===== src/rtl/dae_error_monitor.sv =====
// dae_error_monitor: aligns the reference to the denoiser latency and reports
// per-frame signal, residual-error and raw-error energies over valid/ready.
module dae_error_monitor #(
    parameter int DATA_W      = 8,
    parameter int FRAME_LEN   = 1024,
    parameter int ALIGN_DELAY = 2,
    parameter int ACC_W       = 32
) (
    input  logic              clk,
    input  logic              rst,
    input  logic              in_valid,
    input  logic [DATA_W-1:0] ref_sample,
    input  logic [DATA_W-1:0] noisy_sample,
    input  logic [DATA_W-1:0] den_sample,
    output logic              res_valid,
    input  logic              res_ready,
    output logic [ACC_W-1:0]  sig_energy,
    output logic [ACC_W-1:0]  err_energy,
    output logic [ACC_W-1:0]  raw_energy,
    output logic [15:0]       frame_count,
    output logic              overrun
);
    localparam int SQ_W   = 2*DATA_W+2;
    localparam int CNT_W  = $clog2(FRAME_LEN);
    localparam int FILL_W = $clog2(ALIGN_DELAY+1);

    typedef enum logic {FILL, ACCUM} state_t;
    state_t state, state_nxt;

    logic [DATA_W-1:0] dly [ALIGN_DELAY];
    logic [FILL_W-1:0] fill_cnt;
    logic [CNT_W-1:0]  cnt;
    logic [ACC_W-1:0]  sig_acc, err_acc, raw_acc, sig_nxt, err_nxt, raw_nxt;
    logic signed [SQ_W-1:0] ref_x, err_x, raw_x;
    logic [SQ_W-1:0] ref_sq, err_sq, raw_sq;
    logic acc_en, last;

    function automatic logic signed [SQ_W-1:0] sext(input logic [DATA_W-1:0] v);
        return {{(SQ_W-DATA_W){v[DATA_W-1]}}, v};
    endfunction

    // Clamp at all-ones so long frames never wrap the accumulators.
    function automatic logic [ACC_W-1:0] sat_add(input logic [ACC_W-1:0] a, input logic [SQ_W-1:0] b);
        logic [ACC_W:0] s;
        s = {1'b0, a} + {{(ACC_W+1-SQ_W){1'b0}}, b};
        return s[ACC_W] ? '1 : s[ACC_W-1:0];
    endfunction

    assign ref_x  = sext(ref_sample);
    assign err_x  = sext(den_sample) - sext(dly[ALIGN_DELAY-1]);
    assign raw_x  = sext(noisy_sample) - ref_x;
    assign ref_sq = ref_x * ref_x;
    assign err_sq = err_x * err_x;
    assign raw_sq = raw_x * raw_x;

    assign sig_nxt = sat_add(sig_acc, ref_sq);
    assign err_nxt = sat_add(err_acc, err_sq);
    assign raw_nxt = sat_add(raw_acc, raw_sq);

    assign acc_en = state == ACCUM && in_valid;
    assign last   = acc_en && cnt == CNT_W'(FRAME_LEN-1);

    always_comb begin
        state_nxt = (state == FILL && in_valid && fill_cnt == FILL_W'(ALIGN_DELAY-1)) ? ACCUM : state;
    end

    always_ff @(posedge clk) begin
        if (!rst) begin
            state       <= FILL;
            fill_cnt    <= '0;
            cnt         <= '0;
            sig_acc     <= '0;
            err_acc     <= '0;
            raw_acc     <= '0;
            for (int i = 0; i < ALIGN_DELAY; i++) dly[i] <= '0;
            res_valid   <= 1'b0;
            sig_energy  <= '0;
            err_energy  <= '0;
            raw_energy  <= '0;
            frame_count <= '0;
            overrun     <= 1'b0;
        end else begin
            state <= state_nxt;
            if (in_valid) begin
                dly[0] <= ref_sample;
                for (int i = 1; i < ALIGN_DELAY; i++) dly[i] <= dly[i-1];
            end
            if (state == FILL && in_valid) fill_cnt <= fill_cnt + 1'b1;
            if (acc_en) begin
                cnt     <= last ? '0 : cnt + 1'b1;
                sig_acc <= last ? '0 : sig_nxt;
                err_acc <= last ? '0 : err_nxt;
                raw_acc <= last ? '0 : raw_nxt;
            end
            // A completing frame wins over acceptance so no result is lost.
            if (last) begin
                sig_energy  <= sig_nxt;
                err_energy  <= err_nxt;
                raw_energy  <= raw_nxt;
                res_valid   <= 1'b1;
                frame_count <= frame_count + 1'b1;
                if (res_valid && !res_ready) overrun <= 1'b1;
            end else if (res_ready) begin
                res_valid <= 1'b0;
            end
        end
    end
endmodule


===== config.mk =====
export PLATFORM = sky130hd
export DESIGN_NAME = dae_error_monitor
export DESIGN_NICKNAME = d
export VERILOG_FILES = /design/src/rtl/dae_error_monitor.sv
export SDC_FILE = /design/constraint.sdc
export NUM_CORES = 1
export LEC_CHECK = 0
export ABC_CLOCK_PERIOD_IN_PS = 22300
export BUFFER_PORTS_ARGS = -buffer_cell sky130_fd_sc_hd__clkbuf_2
export CAP_MARGIN = 10
export CORE_MARGIN = 2
export CORE_UTILIZATION = 50
export CTS_CLUSTER_DIAMETER = 50
export DETAILED_ROUTE_END_ITERATION = 10
export GPL_TIMING_DRIVEN = 0
export MAX_ROUTING_LAYER = met4
export PLACE_DENSITY = 0.68
export SLEW_MARGIN = 20
export SYNTH_ARGS = -nofsm -noshare
export SYNTH_HDL_FRONTEND = slang
export SYNTH_SLANG_ARGS = --single-unit

===== constraint.sdc =====
create_clock -name clk -period 22.3 [get_ports clk]
set_input_delay 4.46 -clock clk [delete_from_list [all_inputs] [get_ports clk]]
set_output_delay 4.46 -clock clk [all_outputs]
set_load 0.005 [all_outputs]

==> flow_metrics.py, run 1 <==
metrics = {
    "run_status": {
        "outcome": "finished clean",
    },
    "routing": {
        "wl_per_cell_um": 18.5,
        "wl_um": 57400,
        "drc": 0,
        "dr_wl_met2_um": 27100,
        "wl_met3_um": 3270,
        "drt_iter0_markers": 1461,
        "ant_nets": 0,
        "via_count": 17780,
        "routed.top_layer": "met4",
        "dr.pass1.iters": 5,
        "vias_per_cell": 5.73,
        "wl_met1_um": 25400,
    },
    "worst_hold_path": {
        "hp-start": "sig_acc[8]",
        "whs_endpoint": "sig_acc[8]",
        "hold_path_class": "flip-flop to flip-flop",
        "whs_path_depth": 2,
    },
    "die": {
        "die_h_um": 205,
        "fp.dieArea_um2": 42100,
        "num_io_pins": 142,
        "initial_core_util_pct": 50.8,
        "std_cell_rows": 73,
        "die_w_um": 205,
        "core_area_um2": 39800,
    },
    "global_routing": {
        "track_usage_pct": 28.3,
        "grt_pass1_wl_um": 91800,
        "grt_pass1_vias": 17498,
        "gr-total-overflow": 0,
        "antenna_found_initial": 1,
        "grt_max_degree": 17,
    },
    "placed_design": {
        "dpl_cell_area_um2": 21600,
        "dp_hpwl_um": 45800,
        "io_buffers": 140,
        "gp_congestion": 0.933,
        "place_ws_ps": 8090,
        "dp_cells": 3049,
    },
    "worst_setup_path": {
        "end_kind": "flip-flop",
        "regToRegSetupSlack_ps": 12370,
        "startpoint": "ref_sample[1]",
        "crit_type": "primary input to flip-flop",
        "reg2reg_to": "err_energy[28]",
        "reg2regPathDepth": 31,
        "setup.worst_path.start_class": "primary input",
        "cp_common_cell": "fa_1",
        "worstPathRequired_ps": 22720,
        "r2r_start": "dly[0][8]",
        "path_max_fanout": 13,
        "max_stage_delay_ps": 640,
        "critPathSlowestCell": "a21oi_1",
        "critical_path_arrival_ps": 14130,
    },
    "timing": {
        "layout_setup_ws_ps": 8600,
        "relSlewSlack_pct": 35.5,
        "fmax_mhz": 73.0,
        "final.setup.tns_ps": 0,
        "rsz0062_at_grt": "false",
        "drv_slew": 0,
        "clock_skew_ps": 12.7,
        "hold_violations": 0,
        "fin_crit_ps": 13700,
        "tightest_slew_ps": 967,
        "period_share_pct": 61.5,
        "finalSetupViolCount": 0,
    },
    "logic_synthesis": {
        "synth_ff_type": "dfxtp_1",
        "yosysUniqueCellTypes": 78,
        "netlist_top_cells_area": "dfxtp_1, fa_1, ha_1, xnor2_1, inv_1",
        "synth.top_cells.by_count": "inv_1, nor2_1, dfxtp_1",
        "synth_edf_count": 16,
        "syn_area_um2": 20200,
        "synth_most_common_cell": "inv_1",
        "syn_nets": 2759,
        "ys_ff_latch": 239,
        "syn_inst": 2384,
        "syn_avg_cell_area_um2": 8.48,
        "synth_top_cell_by_area": "dfxtp_1",
        "synth_top_area_share_pct": 22.1,
        "synth-async-reset-ratio_pct": 0,
        "ys_seq_area_share_pct": 24.5,
        "yosys_warnings": 0,
    },
    "clock_network": {
        "cts_made_buffers": 30,
        "cts-htree-levels": 1,
        "post-cts-setup-buffer-count": 0,
        "cts_sinks": 239,
        "cts_hold_buf": 0,
        "clock_latency_ps": 560,
        "cts_resized": 0,
        "cts_tree": "done",
        "cts_root_buffer": "clkbuf_16",
        "cts_buffer_depth": 3,
        "path_clk_slew_ps": 60,
    },
    "final_layout": {
        "antenna_cells": 0,
        "stdcell_count": 3103,
        "area_delta_synth_final_pct": 12.1,
        "layout.nets": 2931,
        "fin_area_um2": 22700,
        "drive_gt1_share_pct": 9.04,
    },
    "flow_run": {
        "max_cap_viol_count": 0,
    },
}
## routing by layer
| layer | GRT usage (%) | vias to the layer above |
|---|---|---|
| li1 | - | 8486 |
| met3 | 2.42 | 97 |
| met4 | 7.71 | 0 |
| met1 | 37.7 | 8649 |
| met2 | 46.3 | 548 |
| met5 | - | - |
## state kept, by name (all words and copies together), names as in the netlist
register,cells
state,1
err_energy,32
dly,16
sig_acc,32
raw_acc,32
fill_cnt,2
cnt,10
err_acc,32
sig_energy,32
frame_count,16
overrun,1
res_valid,1
raw_energy,32
## stage by stage
step | hold WS [ps] | util (%)
global placement | 439 | 54.2
global route | 484 | 56.9
CTS | 466 | 56.9
finish | 460 | 56.9
detailed placement | 451 | 54.2
floorplan | 429 | -
## layout make-up
type	instances	area, um^2
Clock inverter	17	240
Multi-Input combinational cell	1783	13900
Timing Repair Buffer	140	701
Inverter	268	1010
Tap cell	525	657
Sequential cell	239	4940
Fill cell	3709	17200
Clock buffer	37	850
Buffer	94	364
## placed cells by master (no fill, tap or decap), drive strengths merged, types with 17 or more instances in the layout
cell	Yosys	routed
a211oi	46	46
a21o	46	46
a21oi	168	168
a31oi	17	17
and2	25	25
and3	40	40
clkbuf	83	260
dfxtp	223	223
fa	165	165
ha	182	182
inv	261	265
nand2	186	186
nand3	56	56
nor2	233	233
nor3	43	43
o21ai	180	180
xnor2	112	112
xor2	45	45
## critical path: cells and delay by family
family / cells / cell delay [ps]
buffers and inverters: 7 / 1490
AO/OA/AOI/OAI: 12 / 3350
adder cells (fa/ha/maj): 8 / 3700
XOR/XNOR: 1 / 200
AND/OR/NAND/NOR: 4 / 910
## how the worst max path moves through the flow
stage               slack (ps)  depth (start not counted)              to
floorplan                 9550                         33     err_acc[27]
global placement          8260                         32  raw_energy[31]
detailed placement        8090                         32  raw_energy[30]
CTS                       8680                         32  raw_energy[30]
global route              7910                         32  raw_energy[30]
finish                    8600                         32  raw_energy[28]
## cell families after synthesis
logic type      count (synthesis)  share of synthesized area (%)
buf+inv                       362                           6.78
simple gates                  680                           15.5
xor+xnor                      157                           6.80
flops                         239                           24.5
compound gates                592                           18.5
mux                             7                          0.347
fa+ha+maj                     347                           27.6
Power of run 1 is not shown: default switching activity piles up to over one toggle a cycle in this logic, so the estimate is an artifact.
==> run 2, diff against run 1 <==
--- a/config.mk
+++ b/config.mk
@@ -5,7 +5,7 @@
 export SDC_FILE = /design/constraint.sdc
 export NUM_CORES = 1
 export LEC_CHECK = 0
-export ABC_CLOCK_PERIOD_IN_PS = 22300
+export ABC_CLOCK_PERIOD_IN_PS = 11300
 export BUFFER_PORTS_ARGS = -buffer_cell sky130_fd_sc_hd__clkbuf_2
 export CAP_MARGIN = 10
 export CORE_MARGIN = 2
@@ -14,7 +14,7 @@
 export DETAILED_ROUTE_END_ITERATION = 10
 export GPL_TIMING_DRIVEN = 0
 export MAX_ROUTING_LAYER = met4
-export PLACE_DENSITY = 0.68
+export PLACE_DENSITY = 0.71
 export SLEW_MARGIN = 20
 export SYNTH_ARGS = -nofsm -noshare
 export SYNTH_HDL_FRONTEND = slang
==> constraint.sdc (replaced) <==
create_clock -name clk -period 11.3 [get_ports clk]
set_input_delay 2.26 -clock clk [delete_from_list [all_inputs] [get_ports clk]]
set_output_delay 2.26 -clock clk [all_outputs]
set_load 0.005 [all_outputs]
==> flow_metrics.py, run 2 (same netlist as run 1, synthesis figures left out) <==
metrics = {
    "run_status": {
        "outcome": "finished clean",
    },
    "worst_hold_path": {
        "hold_path_class": "flip-flop to flip-flop",
        "hp-start": "err_acc[15]",
        "whs_endpoint": "err_acc[15]",
        "whs_path_depth": 1,
    },
    "worst_setup_path": {
        "startpoint": "ref_sample[1]",
        "crit_buf_inv": 6,
        "r2r_start": "dly[0][8]",
        "critical_path_arrival_ps": 11230,
        "regToRegSetupSlack_ps": 2120,
        "reg2reg_to": "err_acc[27]",
        "max_stage_delay_ps": 520,
        "path_max_fanout": 13,
        "critPathTopFamily": "adder cells",
        "worstPathRequired_ps": 11760,
        "critPathSlowestCell": "fa_1",
        "crit_cells": 33,
        "crit_type": "primary input to flip-flop",
        "end_kind": "flip-flop",
        "cp_common_cell": "fa_1",
        "setup.worst_path.start_class": "primary input",
        "reg2regPathDepth": 32,
    },
    "timing": {
        "hold_violations": 0,
        "final.setup.tns_ps": 0,
        "finalSetupViolCount": 0,
        "period_share_pct": 95.4,
        "drv_slew": 0,
        "relSlewSlack_pct": 34.5,
        "tightest_slew_ps": 983,
        "fin_crit_ps": 10780,
        "fmax_mhz": 92.8,
        "clock_skew_ps": 19.9,
    },
    "final_layout": {
        "fin_area_um2": 22700,
        "num-fill-cells": 3699,
        "stdcell_count": 3104,
        "drive_gt1_share_pct": 9.58,
        "area_delta_synth_final_pct": 12.5,
        "antenna_cells": 0,
        "final_cell_mix": "inv_1, nor2_1, dfxtp_1",
        "layout.nets": 2932,
        "final_common_cell": "inv_1",
    },
    "die": {
        "std_cell_rows": 73,
        "die_w_um": 205,
        "initial_core_util_pct": 50.8,
        "num_io_pins": 142,
        "core_area_um2": 39800,
        "die_h_um": 205,
        "fp.dieArea_um2": 42100,
    },
    "clock_network": {
        "cts_made_buffers": 31,
        "cts_sinks": 239,
        "clock_latency_ps": 580,
        "path_clk_slew_ps": 60,
        "cts_tree": "done",
        "cts-htree-levels": 1,
        "post-cts-setup-buffer-count": 0,
        "cts_buffer_depth": 3,
        "cts_root_buffer": "clkbuf_16",
    },
    "global_routing": {
        "grt_pass1_vias": 17508,
        "gr-total-overflow": 0,
        "grt_max_degree": 17,
        "antenna_found_initial": 1,
        "track_usage_pct": 28.4,
        "grt_pass1_wl_um": 92000,
    },
    "routing": {
        "ant_nets": 0,
        "wl_met1_um": 24800,
        "wl_per_cell_um": 18.6,
        "dr_wl_met2_um": 27000,
        "dr.pass1.iters": 7,
        "via_count": 17768,
        "drt_iter0_markers": 1147,
        "wl_met3_um": 4310,
        "routed.top_layer": "met4",
        "drc": 0,
        "wl_um": 57600,
        "vias_per_cell": 5.72,
    },
    "placed_design": {
        "dp_cells": 3049,
        "gp_congestion": 0.926,
        "io_buffers": 140,
        "dpl_cell_area_um2": 21600,
        "dp_hpwl_um": 45800,
    },
    "flow_run": {
        "max_cap_viol_count": 0,
    },
}
run 2: metrics by stage:
stage                     utilization [%]  setup slack (ps)  hold WS, ps
final                                57.1               524          462
after detailed placement             54.2              -802          450
after CTS                            56.9              21.2          464
after global routing                 57.1             -16.9          481
after floorplan                         -               751          429
after global placement               54.2              -608          440
run 2: routing by layer:
metal | GRT usage, % | up-vias
li1 | - | 8500
met1 | 37.2 | 8584
met2 | 46.0 | 594
met3 | 4.53 | 90
met4 | 7.04 | 0
met5 | - | -
run 2: what timing repair did:
| item | in CTS | in global routing |
|---|---|---|
| gates resized for setup | 1 | 19 |
| setup endpoints to repair | 8 | 128 |
| hold buffers | 0 | 0 |
run 2: worst max path at each step:
stage / to / slack [ps]
floorplan: err_acc[27] / 750
global placement: raw_energy[25] / -610
detailed placement: raw_energy[25] / -800
CTS: err_acc[27] / 20
global route: raw_energy[2] / -20
finish: raw_energy[16] / 520
run 2: layout make-up:
class | count | area, um^2 | area share, %
Buffer | 94 | 370 | 1.63
Clock buffer | 37 | 838 | 3.69
Clock inverter | 18 | 259 | 1.14
Inverter | 268 | 1010 | 4.44
Multi-Input combinational cell | 1783 | 14000 | 61.4
Sequential cell | 239 | 4940 | 21.7
Tap cell | 525 | 657 | 2.89
Timing Repair Buffer | 140 | 701 | 3.08
Power of run 2 is left out for the same reason.
